==> src/rtl/hamming_pkg.sv <==
// Shared constants and helpers for the SEC-DED Hamming(12,8)+P codec.
// Used by both the encoder and decoder sides of the MAC datapath.
package hamming_pkg;

    localparam int DATA_W = 8;
    localparam int CW_W   = 13;
    localparam int SYN_W  = 4;

    // Hamming positions of data bits d0..d7 and parity bits.
    localparam logic [3:0] DPOS [DATA_W] =
        '{4'd3, 4'd5, 4'd6, 4'd7, 4'd9, 4'd10, 4'd11, 4'd12};
    localparam logic [3:0] PPOS [SYN_W] =
        '{4'd1, 4'd2, 4'd4, 4'd8};

    localparam logic [SYN_W-1:0] MAX_POS = 4'd12;

    typedef enum logic [1:0] {
        CLS_CLEAN,
        CLS_PAR,
        CLS_FIX,
        CLS_BAD
    } cls_e;

    // XOR of the indices of all set positions 1..12.
    function automatic logic [SYN_W-1:0] syndrome(
        input logic [CW_W-1:0] cw
    );
        logic [SYN_W-1:0] s;
        s = '0;
        for (int k = 1; k < CW_W; k++) begin
            if (cw[k]) s = s ^ SYN_W'(k);
        end
        return s;
    endfunction

    function automatic logic [DATA_W-1:0] extract_data(
        input logic [CW_W-1:0] cw
    );
        logic [DATA_W-1:0] d;
        d = '0;
        for (int i = 0; i < DATA_W; i++) begin
            d[i] = cw[DPOS[i]];
        end
        return d;
    endfunction

    function automatic cls_e classify(
        input logic [SYN_W-1:0] s,
        input logic             p
    );
        cls_e c;
        c = CLS_BAD;
        unique case (1'b1)
            (s == '0) && !p: c = CLS_CLEAN;
            (s == '0) && p:  c = CLS_PAR;
            (s != '0) && p && (s <= MAX_POS):
                c = CLS_FIX;
            default: c = CLS_BAD;
        endcase
        return c;
    endfunction

endpackage

==> src/rtl/hamming_secded_decoder_syndrome_calc.sv <==
// Combinational syndrome and overall-parity generator.
// Feeds the stage-1 register of the decoder.
module hamming_syndrome_calc
    import hamming_pkg::*;
(
    input  logic [CW_W-1:0]  code,
    output logic [SYN_W-1:0] syn,
    output logic             par
);

    assign syn = syndrome(code);
    assign par = ^code;

endmodule

==> src/rtl/hamming_secded_decoder.sv <==
// Two-stage streaming SEC-DED decoder with valid/ready on both sides.
// Corrects single-bit errors and counts corrected/uncorrectable words.
module hamming_secded_decoder
    import hamming_pkg::*;
#(
    parameter int CNT_W = 16
) (
    input  logic              clk,
    input  logic              rst,
    input  logic              in_valid,
    output logic              in_ready,
    input  logic [12:0]       in_code,
    output logic              out_valid,
    input  logic              out_ready,
    output logic [7:0]        out_data,
    output logic [3:0]        out_syndrome,
    output logic              out_corrected,
    output logic              out_uncorrectable,
    input  logic              clr_cnt,
    output logic [CNT_W-1:0]  cnt_corrected,
    output logic [CNT_W-1:0]  cnt_uncorrectable
);

    logic              s1_valid;
    logic [CW_W-1:0]   s1_code;
    logic [SYN_W-1:0]  s1_syn;
    logic              s1_par;

    logic [SYN_W-1:0]  syn;
    logic              par;

    logic              load2;
    logic              in_hs;
    logic              out_hs;

    cls_e              cls;
    logic [CW_W-1:0]   fix_mask;
    logic [DATA_W-1:0] fix_data;

    hamming_syndrome_calc u_syn (
        .code (in_code),
        .syn  (syn),
        .par  (par)
    );

    assign load2    = !out_valid || out_ready;
    assign in_ready = !s1_valid || load2;
    assign in_hs    = in_valid && in_ready;
    assign out_hs   = out_valid && out_ready;

    // Classify the stage-1 word and build its corrected data.
    always_comb begin
        cls      = classify(s1_syn, s1_par);
        fix_mask = '0;
        if (cls == CLS_FIX) fix_mask = CW_W'(1) << s1_syn;
        fix_data = extract_data(s1_code ^ fix_mask);
    end

    // Stage 1: capture the raw word with its syndrome and parity.
    always_ff @(posedge clk or posedge rst) begin
        if (rst) begin
            s1_valid <= 1'b0;
            s1_code  <= '0;
            s1_syn   <= '0;
            s1_par   <= 1'b0;
        end else if (in_hs) begin
            s1_valid <= 1'b1;
            s1_code  <= in_code;
            s1_syn   <= syn;
            s1_par   <= par;
        end else if (load2) begin
            s1_valid <= 1'b0;
        end
    end

    // Stage 2: output register, held while downstream stalls.
    always_ff @(posedge clk or posedge rst) begin
        if (rst) begin
            out_valid         <= 1'b0;
            out_data          <= '0;
            out_syndrome      <= '0;
            out_corrected     <= 1'b0;
            out_uncorrectable <= 1'b0;
        end else if (load2) begin
            out_valid <= s1_valid;
            if (s1_valid) begin
                out_data          <= fix_data;
                out_syndrome      <= s1_syn;
                out_corrected     <= (cls == CLS_PAR) ||
                                     (cls == CLS_FIX);
                out_uncorrectable <= (cls == CLS_BAD);
            end
        end
    end

    // Saturating corrected-word counter; clear wins.
    always_ff @(posedge clk or posedge rst) begin
        if (rst) begin
            cnt_corrected <= '0;
        end else if (clr_cnt) begin
            cnt_corrected <= '0;
        end else if (out_hs && out_corrected &&
                     (cnt_corrected != '1)) begin
            cnt_corrected <= cnt_corrected + CNT_W'(1);
        end
    end

    // Saturating uncorrectable-word counter; clear wins.
    always_ff @(posedge clk or posedge rst) begin
        if (rst) begin
            cnt_uncorrectable <= '0;
        end else if (clr_cnt) begin
            cnt_uncorrectable <= '0;
        end else if (out_hs && out_uncorrectable &&
                     (cnt_uncorrectable != '1)) begin
            cnt_uncorrectable <= cnt_uncorrectable + CNT_W'(1);
        end
    end

endmodule

==> config.mk <==
export PLATFORM = sky130hd
export DESIGN_NAME = hamming_secded_decoder
export DESIGN_NICKNAME = d
export VERILOG_FILES = /design/src/rtl/hamming_pkg.sv /design/src/rtl/hamming_secded_decoder_syndrome_calc.sv /design/src/rtl/hamming_secded_decoder.sv
export SDC_FILE = /design/constraint.sdc
export NUM_CORES = 1
export LEC_CHECK = 0
export CORE_MARGIN = 2
export CORE_UTILIZATION = 25
export CTS_CLUSTER_SIZE = 12
export DETAILED_ROUTE_END_ITERATION = 7
export GPL_TIMING_DRIVEN = 0
export PLACE_DENSITY = 0.52
export SYNTH_ARGS = -nofsm -noshare
export SYNTH_HDL_FRONTEND = slang
export SYNTH_SLANG_ARGS = --single-unit
export TNS_END_PERCENT = 50
==> constraint.sdc <==
create_clock -name clk -period 4.45 [get_ports clk]
set_clock_uncertainty 0.1 [all_clocks]
set_input_delay 0.6675 -clock clk [delete_from_list [all_inputs] [get_ports clk]]
set_output_delay 0.6675 -clock clk [all_outputs]
set_load 0.05 [all_outputs]
---- Word-level counts from Yosys, hierarchy flattened ----
Cells that the tools add are included.
cells by class
  magnitude comparators ................... 1
  muxes and demuxes ....................... 20
  bitwise logic cells ..................... 12
  reduce and logical (&&, ||, !) cells .... 23
  add/sub/neg operators ................... 2
  shift-type cells ........................ 1
  equal/unequal tests ..................... 5
operator list
  cell                                                                   count
  16-bit two-way mux                                                     4
  16-bit by 1-bit adder with 16-bit output, second input constant        2
  16-bit != test, second input constant                                  2
  4-bit two-way mux                                                      5
  13-bit two-way mux                                                     1
  13-bit XOR reduction                                                   1
  1-bit by 4-bit left shift with 13-bit output, first input constant     1
  13-bit XOR                                                             1
  3-bit two-way mux                                                      4
  2-bit NOT                                                              6
  1-bit logical AND                                                      10
  3-bit NOT                                                              2
  2-bit case mux with 3 select lines                                     1
  2-bit nonzero test                                                     3
  2-bit equality test, second input constant                             2
  4-bit less-or-equal comparator, second input constant                  1
  4-bit zero test                                                        1
  2-bit two-way mux                                                      2
  4-bit nonzero test                                                     1
  1-bit zero test                                                        3
  1-bit logical OR                                                       3
  1-bit two-way mux                                                      3
  1-bit NOT, first input constant                                        3
  2-bit by 1-bit equality test with 1-bit output, second input constant  1
  2-bit AND reduction                                                    1
word-level totals
  output and inout bits ................... 48
  register bits after elaboration ......... 66
  word-level logic and storage cells ...... 75

---- Depth between registers and ports, before layout ----
Gate-level depths: netlist (run 1).
  word-level depth ........................ 20
  depth in mapped cells ................... 8

---- Modules after synthesis ----
From an unflattened synthesis (run 1), not the netlist that was laid out.
second synthesis, totals
  cell total of the unflattened synthesis .. 321
  area total of the unflattened synthesis .. 3273.1 µm²
modules (own cells, without submodules)
  module                  cells each  times used  area an instance (µm²)
  hamming_secded_decoder  301         1           3075.4
  hamming_syndrome_calc   20          1           197.7

---- Worst setup path before layout (run 1) ----
OpenSTA, ideal clock, no wires.
  kind .................................... flip-flop to flip-flop
  start point ............................. register out_valid
  end point ............................... register s1_code[12]
  setup time .............................. 0.125 ns
  arrival time ............................ 2.268 ns
  stages on the path, launching flop included .. 5
  clock period less this slack ............ 2.493 ns
  slack ................................... 1.957 ns
  cells stage by stage .................... dfrtp_1 > nand3b_1 > nand2_1 > clkbuf_1 > mux2_2
on the way
  longest elaborated chain between the ends .. 4
RTL lines
  element                 RTL line                      source
  start, declared         hamming_secded_decoder.sv:13  output logic out_valid,
  start signal, assigned  hamming_secded_decoder.sv:85  out_valid <= s1_valid;
  1-bit zero test         hamming_secded_decoder.sv:46  assign load2 = !out_valid || out_ready;
  1-bit logical OR        hamming_secded_decoder.sv:46
  1-bit logical OR        hamming_secded_decoder.sv:47  assign in_ready = !s1_valid || load2;
  named net in_ready      hamming_secded_decoder.sv:11  output logic in_ready,
  1-bit logical AND       hamming_secded_decoder.sv:48  assign in_hs = in_valid && in_ready;
  end signal, assigned    hamming_secded_decoder.sv:68  s1_code <= in_code;
  end, declared           hamming_secded_decoder.sv:25  logic [CW_W-1:0] s1_code;
The timed path passes the listed nets, and every way through them passes these cells.
A chain may end at the register's enable or synchronous reset.

---- Worst setup path in the final report (run 1) ----
  start point ............................. input port out_ready
  end point ............................... output port in_ready
on the way
  longest elaborated chain between the ends .. 2
RTL lines
  element           RTL line                      source
  start, declared   hamming_secded_decoder.sv:14  input logic out_ready,
  1-bit logical OR  hamming_secded_decoder.sv:46
  1-bit logical OR  hamming_secded_decoder.sv:47
  end, declared     hamming_secded_decoder.sv:11
Every way passes these cells.

==> results of run 1 <==
kinds of logic (layout without fill, tap and decap cells):
family | count (synthesis) | in the layout | synth area share
xor gates and xnor gates | 58 | 58 | 0.1583
buffers and inverters | 21 | 101 | 0.02847
DFF | 61 | 61 | 0.4758
muxes | 15 | 15 | 0.05187
and+or+nand+nor | 120 | 120 | 0.1876
adders and majority gates | 4 | 4 | 0.01560
AOI/OAI and AO/OA | 39 | 39 | 0.08230
power by group through the flow:
| stage | registers (mW) | logic, mW | clock network (mW) |
|---|---|---|---|
| after global routing | 0.704 | 0.605 | 0.712 |
| after detailed placement | 0.701 | 0.564 | 0 |
| after CTS | 0.693 | 0.569 | 0.683 |
| after global placement | 0.700 | 0.559 | 0 |
| after floorplan | 0.855 | 0.219 | 0 |
| final | 0.691 | 0.560 | 0.663 |
Yosys cell counts (all sizes together), types with 3 or more instances:
cell and n:
nor2 48, xor2 15, nor4b 3, nand4 9, dfrtp 61, and4 3, clkbuf 11, inv 8
a21oi 11, a211oi 4, o211ai 5, mux2 13, nand2b 5, nand2 17, nand3 7, ha 4
nand3b 3, nor4 6, nor3 7, xnor2 43, o21ai 9, and3 8
registers in the layout, indices dropped and copies added (netlist names):
register / count
cnt_corrected: 16
cnt_uncorrectable: 16
out_data: 8
s1_code: 8
out_syndrome: 4
s1_syn: 4
out_corrected: 1
out_uncorrectable: 1
out_valid: 1
s1_par: 1
s1_valid: 1
per-stage QoR:
step / hold slack, ns / worst slack, ns
after CTS: 0.3847 / 1.451
after detailed placement: 0.3708 / 1.453
after global routing: 0.4065 / 1.404
after floorplan: 0.3487 / 1.957
after global placement: 0.3563 / 0.9479
final: 0.3830 / 1.463
final cells by class:
cell class,instances,area [µm²],area share
buffer,13,61.31,0.01400
clock buffer,13,280.3,0.06400
clock inverter,1,5.005,0.001143
inverter,8,30.03,0.006857
multi-input combinational,236,1590,0.3631
sequential,61,1526,0.3486
tap,172,215.2,0.04914
timing repair buffer,66,670.6,0.1531
layer usage:
metal / track usage / vias to the layer above / share of wire
met3: 0.03038 / 10 / 0.042
met1: 0.1509 / 1234 / 0.46
met4: 0.04314 / 0 / 0.015
met5: 0 / - / 0
met2: 0.2038 / 56 / 0.48
li1: - / 1260 / -
worst max path at each step:
stage,startpoint,endpoint,slack [ns],cells past startpoint
after floorplan,out_valid,s1_code[12],1.96,4
after global placement,rst,cnt_uncorrectable[7],0.95,2
after detailed placement,out_ready,in_ready,1.45,3
after CTS,out_ready,in_ready,1.45,3
after global routing,out_ready,in_ready,1.40,3
final,out_ready,in_ready,1.46,3
critical path, delay by kind of cell:
family | cells | cell delay [ns]
AND/OR/NAND/NOR | 1 | 0.20
buffers and inverters | 2 | 1.35
==> run_results.csv, run 1 <==
group,metric,value,unit
status,status,"finished clean",
sta,hold_violations,0,
synth,yosys.area.top_type_share,0.4758,
clocking,cts_max_level,3,
worst_setup_path,cp-end-kind,"primary output",
synth,synth_cell_types,40,
pwr,totalPowerFinal,1.914,mW
synth,ys.flop_type,"dfrtp_1",
grt,track_usage,0.1211,
pwr,clkPwrFrac,0.346,
finish,final_common_cell,"clkdlybuf4s50_1",
sta,slew_viol_final,0,
worst_setup_path,path_common_cell,"clkdlybuf4s50_1",
worst_setup_path,critPathMaxFanout,5,
sta,period_needed,2.987,ns
finish,most-common-layout-cells,"65 x clkdlybuf4s50_1, 61 x dfrtp_1, 48 x nor2_1",
finish,post-route-util,0.3484,
sta,tightest_slew,0.6041,ns
synth,synth_edf_count,0,
pwr,power_frac_comb,0.293,
finish,postLayoutCellArea,4379,µm²
routing,drc,0,
worst_setup_path,arrival,2.22,ns
pwr,irDropWorstVdd,251.4,µV
min_path,worstHoldPathType,"reg2reg",
clocking,cts.path.max_buffers,2,
min_path,hp-start,"s1_valid",
synth,syn-num-nets,340,
synth,yosys_warnings,0,
worst_setup_path,cp_slowest_cell,"clkdlybuf4s50_1",
sta,fin_crit_sh,0.6712,
sta,setup_violations,0,
worst_setup_path,critical_path_class,"in2out",
place,numPortBuffers,65,
pwr,p_sw_frac,0.3340,
synth,syn_avg_cell_area,10.09,µm²
floorplanning,core,12570,µm²
sta,max_freq,334.8,MHz
pwr,pwr-share-seq,0.361,
routing,dr.pass1.iters,4,
synth,yosysTopAreaCell,"dfrtp_1",
finish,n_fill_cell,1305,
synth,ys_ff_latch,61,
clocking,post_cts_resized,0,
floorplanning,rows,41,
finish,diodes,0,
grt,first_global_vias,2591,
sta,final.setup.tns,0,ns
routing,avgViaCountPerCell,4.491,
routing,drt_iter0_markers,76,
clocking,clk_transition_reported_paths,0.05,ns
place,dp_cells,556,
clocking,cts_hold_buffers,0,
finish,layout-drive-gt1-share,0.09045,
floorplanning,start_util,0.2553,
worst_setup_path,r2r_end,"out_data[7]",
routing,ant_nets,0,
grt,antenna_found_initial,0,
synth,synth_area_leaders,"dfrtp_1 48%, xnor2_1 12%, nor2_1 5.6%",
finish,fin_cells,570,
worst_setup_path,worstRegToRegCells,8,
clocking,cts_tree,"done",
grt,grt_pass1_wl,12920,µm
pwr,p_sw,639.2,µW
sta,max_slew_margin,0.5958,
synth,async_reset_ff_frac,1.000,
flow_run,drv_cap,0,
clocking,cts_buffers,9,
routing,num_vias,2560,
synth,synth_cells,318,
clocking,cts-root-buf,"clkbuf_16",
pwr,p_per_area,437.1,nW/µm²
floorplanning,dieArea,13750,µm²
worst_setup_path,worstPathCellList,"clkdlybuf4s50_1 > nand3b_1 > clkdlybuf4s50_1",
place,dp_hpwl,5676,µm
floorplanning,die_x,117.3,µm
clocking,clock_latency,0.32,ns
worst_setup_path,worstPathRequired,3.68,ns
finish,nets,417,
worst_setup_path,cp_slowest_stage_delay,0.82,ns
worst_setup_path,reg2reg_from,"s1_syn[0]",
clocking,cts_sinks,61,
routing,finalWirelength,7676,µm
place,place_congestion,0.7810,
synth,syn_area,3208,µm²
synth,yosysSeqAreaShare,0.4758,
min_path,worstHoldPathCells,1,
pwr,internal_power,1.275,mW
worst_setup_path,startpoint_type,"input pin",
floorplanning,chipHeight,117.3,µm
pwr,p_leak,1.678,nW
min_path,worstHoldEndpoint,"out_valid",
sta,grt_setup_unrepaired,"no",
place,placed_area,4094,µm²
grt,grt_overflow,0,
grt,grt_max_degree,36,
finish,syn_to_final_growth,36.51,%
floorplanning,ios,66,
worst_setup_path,r2r_slack,2.20,ns
routing,wire_per_inst,13.47,µm
clocking,cts_setup_buffers,0,
(Power assumes the default switching activity.)
==> run 2: changes to the inputs <==
Clock period 4.45 ns to 3.1 ns, I/O delays scaled along.
==> results of run 2 <==
The final DEF is identical to that of run 1. Status: finished clean.
Main changes from that run: setup slack after placement 1.453 ns -> 0.4884 ns; setup slack after layout 1.463 ns -> 0.5183 ns; register-to-register setup slack 2.20 ns -> 0.85 ns; total power 1.914 mW -> 2.748 mW; worst IR drop on VDD 251.4 µV -> 360.9 µV
==> run 3: changes to the inputs <==
Settings changed: PLACE_DENSITY 0.52 to 0.53.
Clock period 3.1 ns to 2.3 ns, I/O delays scaled along.
==> run_results.csv, run 3 (same netlist as run 1, synthesis figures left out) <==
group,metric,value,unit
routing,wire_per_inst,13.70,µm
grt,track_usage,0.1222,
floorplanning,rows,41,
worst_setup_path,critical_path_class,"in2reg",
clocking,clock_latency,0.33,ns
finish,layout-drive-gt1-share,0.09296,
worst_setup_path,crit_family,"simple AND/OR/NAND/NOR gates",
finish,seq_area,1528,µm²
grt,grt_max_degree,35,
finish,final_common_cell,"clkdlybuf4s50_1",
finish,most-common-layout-cells,"64 x clkdlybuf4s50_1, 60 x dfrtp_1, 48 x nor2_1",
sta,period_needed,2.148,ns
worst_setup_path,worstPathCellList,"clkdlybuf4s50_1 > and3_1 > nand4_1 > nor4b_1 > xnor2_1 > nor2_1",
floorplanning,dieArea,13750,µm²
pwr,totalPowerFinal,3.660,mW
sta,layout_setup_ws,0.1516,ns
worst_setup_path,worst-path-buf-inv,1,
routing,drt_iter0_markers,122,
grt,antenna_found_initial,0,
routing,top_layer,"met4",
grt,grt_pass1_wl,12920,µm
worst_setup_path,critPathMaxFanout,8,
finish,n_fill_cell,1291,
clocking,cts-root-buf,"clkbuf_16",
clocking,cts_max_level,3,
finish,fin_cells,570,
min_path,worstHoldPathType,"in2async",
finish,diodes,0,
worst_setup_path,arrival,2.25,ns
routing,finalWirelength,7811,µm
pwr,irDropWorstVdd,547.0,µV
place,place_congestion,0.7903,
clocking,cts_tree,"done",
worst_setup_path,r2r_slack,0.16,ns
pwr,p_leak,1.666,nW
routing,met2WireLength,3707,µm
floorplanning,core,12570,µm²
sta,max_freq,465.5,MHz
place,dp_slack,-0.2113,ns
worst_setup_path,worstRegToRegCells,8,
worst_setup_path,startpoint_type,"input pin",
sta,grt_setup_unrepaired,"yes",
routing,num_vias,2547,
finish,multi_input_area,1599,µm²
sta,max_slew_margin,0.5815,
worst_setup_path,worstPathRequired,2.40,ns
place,dp_hpwl,5687,µm
grt,grt_overflow,0,
place,numPortBuffers,65,
sta,fin_crit_sh,0.9341,
worst_setup_path,r2r_end,"out_data[7]",
worst_setup_path,reg2reg_from,"s1_syn[2]",
clocking,cts_buffers,9,
routing,drc,0,
routing,dr_wl_met3,395,µm
sta,setup_violations,0,
floorplanning,chipHeight,117.3,µm
routing,avgViaCountPerCell,4.468,
floorplanning,ios,66,
place,dp_cells,556,
flow_run,drv_cap,0,
worst_setup_path,cp_slowest_stage_delay,0.52,ns
status,status,"finished clean",
clocking,cts_sinks,61,
sta,hold_violations,0,
sta,tightest_slew,0.6269,ns
grt,first_global_vias,2521,
worst_setup_path,crit_start,"out_ready",
clocking,cts.path.max_buffers,2,
finish,reg.largest.list,"cnt_corrected (16), cnt_uncorrectable (16)",
routing,ant_nets,0,
finish,nets,415,
finish,syn_to_final_growth,36.15,%
floorplanning,die_x,117.3,µm
pwr,p_per_area,838.0,nW/µm²
clocking,cts_hold_buffers,0,
routing,drt-met1-wl,3576,µm
worst_setup_path,cp-endpoint,"cnt_corrected[15]",
sta,slew_viol_final,0,
worst_setup_path,cp-end-kind,"register",
floorplanning,start_util,0.2553,
worst_setup_path,cp_num_cells,6,
worst_setup_path,cp_slowest_cell,"clkdlybuf4s50_1",
clocking,clk_transition_reported_paths,0.05,ns
routing,dr.pass1.iters,4,
sta,whs,0.3183,ns
## run 3: changes by cell type in the layout (fill, tap and decap cells not counted), sizes merged
cell	before	now
clkdlybuf4s50	65	64
dlygate4sd2	0	1
## run 3: final cells by class
cell class | instances | share of cell area
multi-input combinational | 236 | 0.3661
sequential | 61 | 0.3498
timing repair buffer | 66 | 0.1533
clock buffer | 15 | 0.06130
tap | 172 | 0.04927
buffer | 11 | 0.01232
inverter | 8 | 0.006875
clock inverter | 1 | 0.001146
## run 3: worst min path at each step
| stage | start | endpoint | slack (ns) | cells after the start |
|---|---|---|---|---|
| after floorplan | clr_cnt | cnt_corrected[9] | 0.31 | 1 |
| after global placement | s1_valid | out_valid | 0.38 | 1 |
| after detailed placement | s1_valid | out_valid | 0.38 | 1 |
| after CTS | rst | cnt_corrected[13] | 0.35 | 2 |
| after global routing | rst | cnt_corrected[11] | 0.38 | 2 |
| final | rst | cnt_corrected[13] | 0.32 | 2 |
## run 3: where the power goes
| group | switching [mW] | internal, mW | leakage (nW) |
|---|---|---|---|
| clock network | 0.460 | 0.787 | 0.134 |
| logic | 0.643 | 0.412 | 0.750 |
| registers | 0.139 | 1.22 | 0.782 |
| total | 1.24 | 2.42 | 1.67 |
## run 3: repair_timing
| item | in CTS | in global routing |
|---|---|---|
| gates resized for setup | 1 | 1 |
| endpoints found under the setup margin | 1 | 5 |
| gates cloned | 0 | 0 |
| buffers inserted | 0 | 0 |
## run 3: through the flow
stage                 util  TNS (ns)  cell area [µm²]
CTS                 0.3476         0             4369
global route        0.3475  -0.03420             4368
finish              0.3475         0             4368
global placement    0.3244    -53.13             4078
floorplan                -         0             3212
detailed placement  0.3260    -1.144             4098
## run 3: routing by layer
| layer | vias up | track usage |
|---|---|---|
| li1 | 1247 | - |
| met1 | 1225 | 0.1560 |
| met2 | 63 | 0.1962 |
| met3 | 12 | 0.03502 |
| met4 | 0 | 0.04706 |
| met5 | - | 0 |
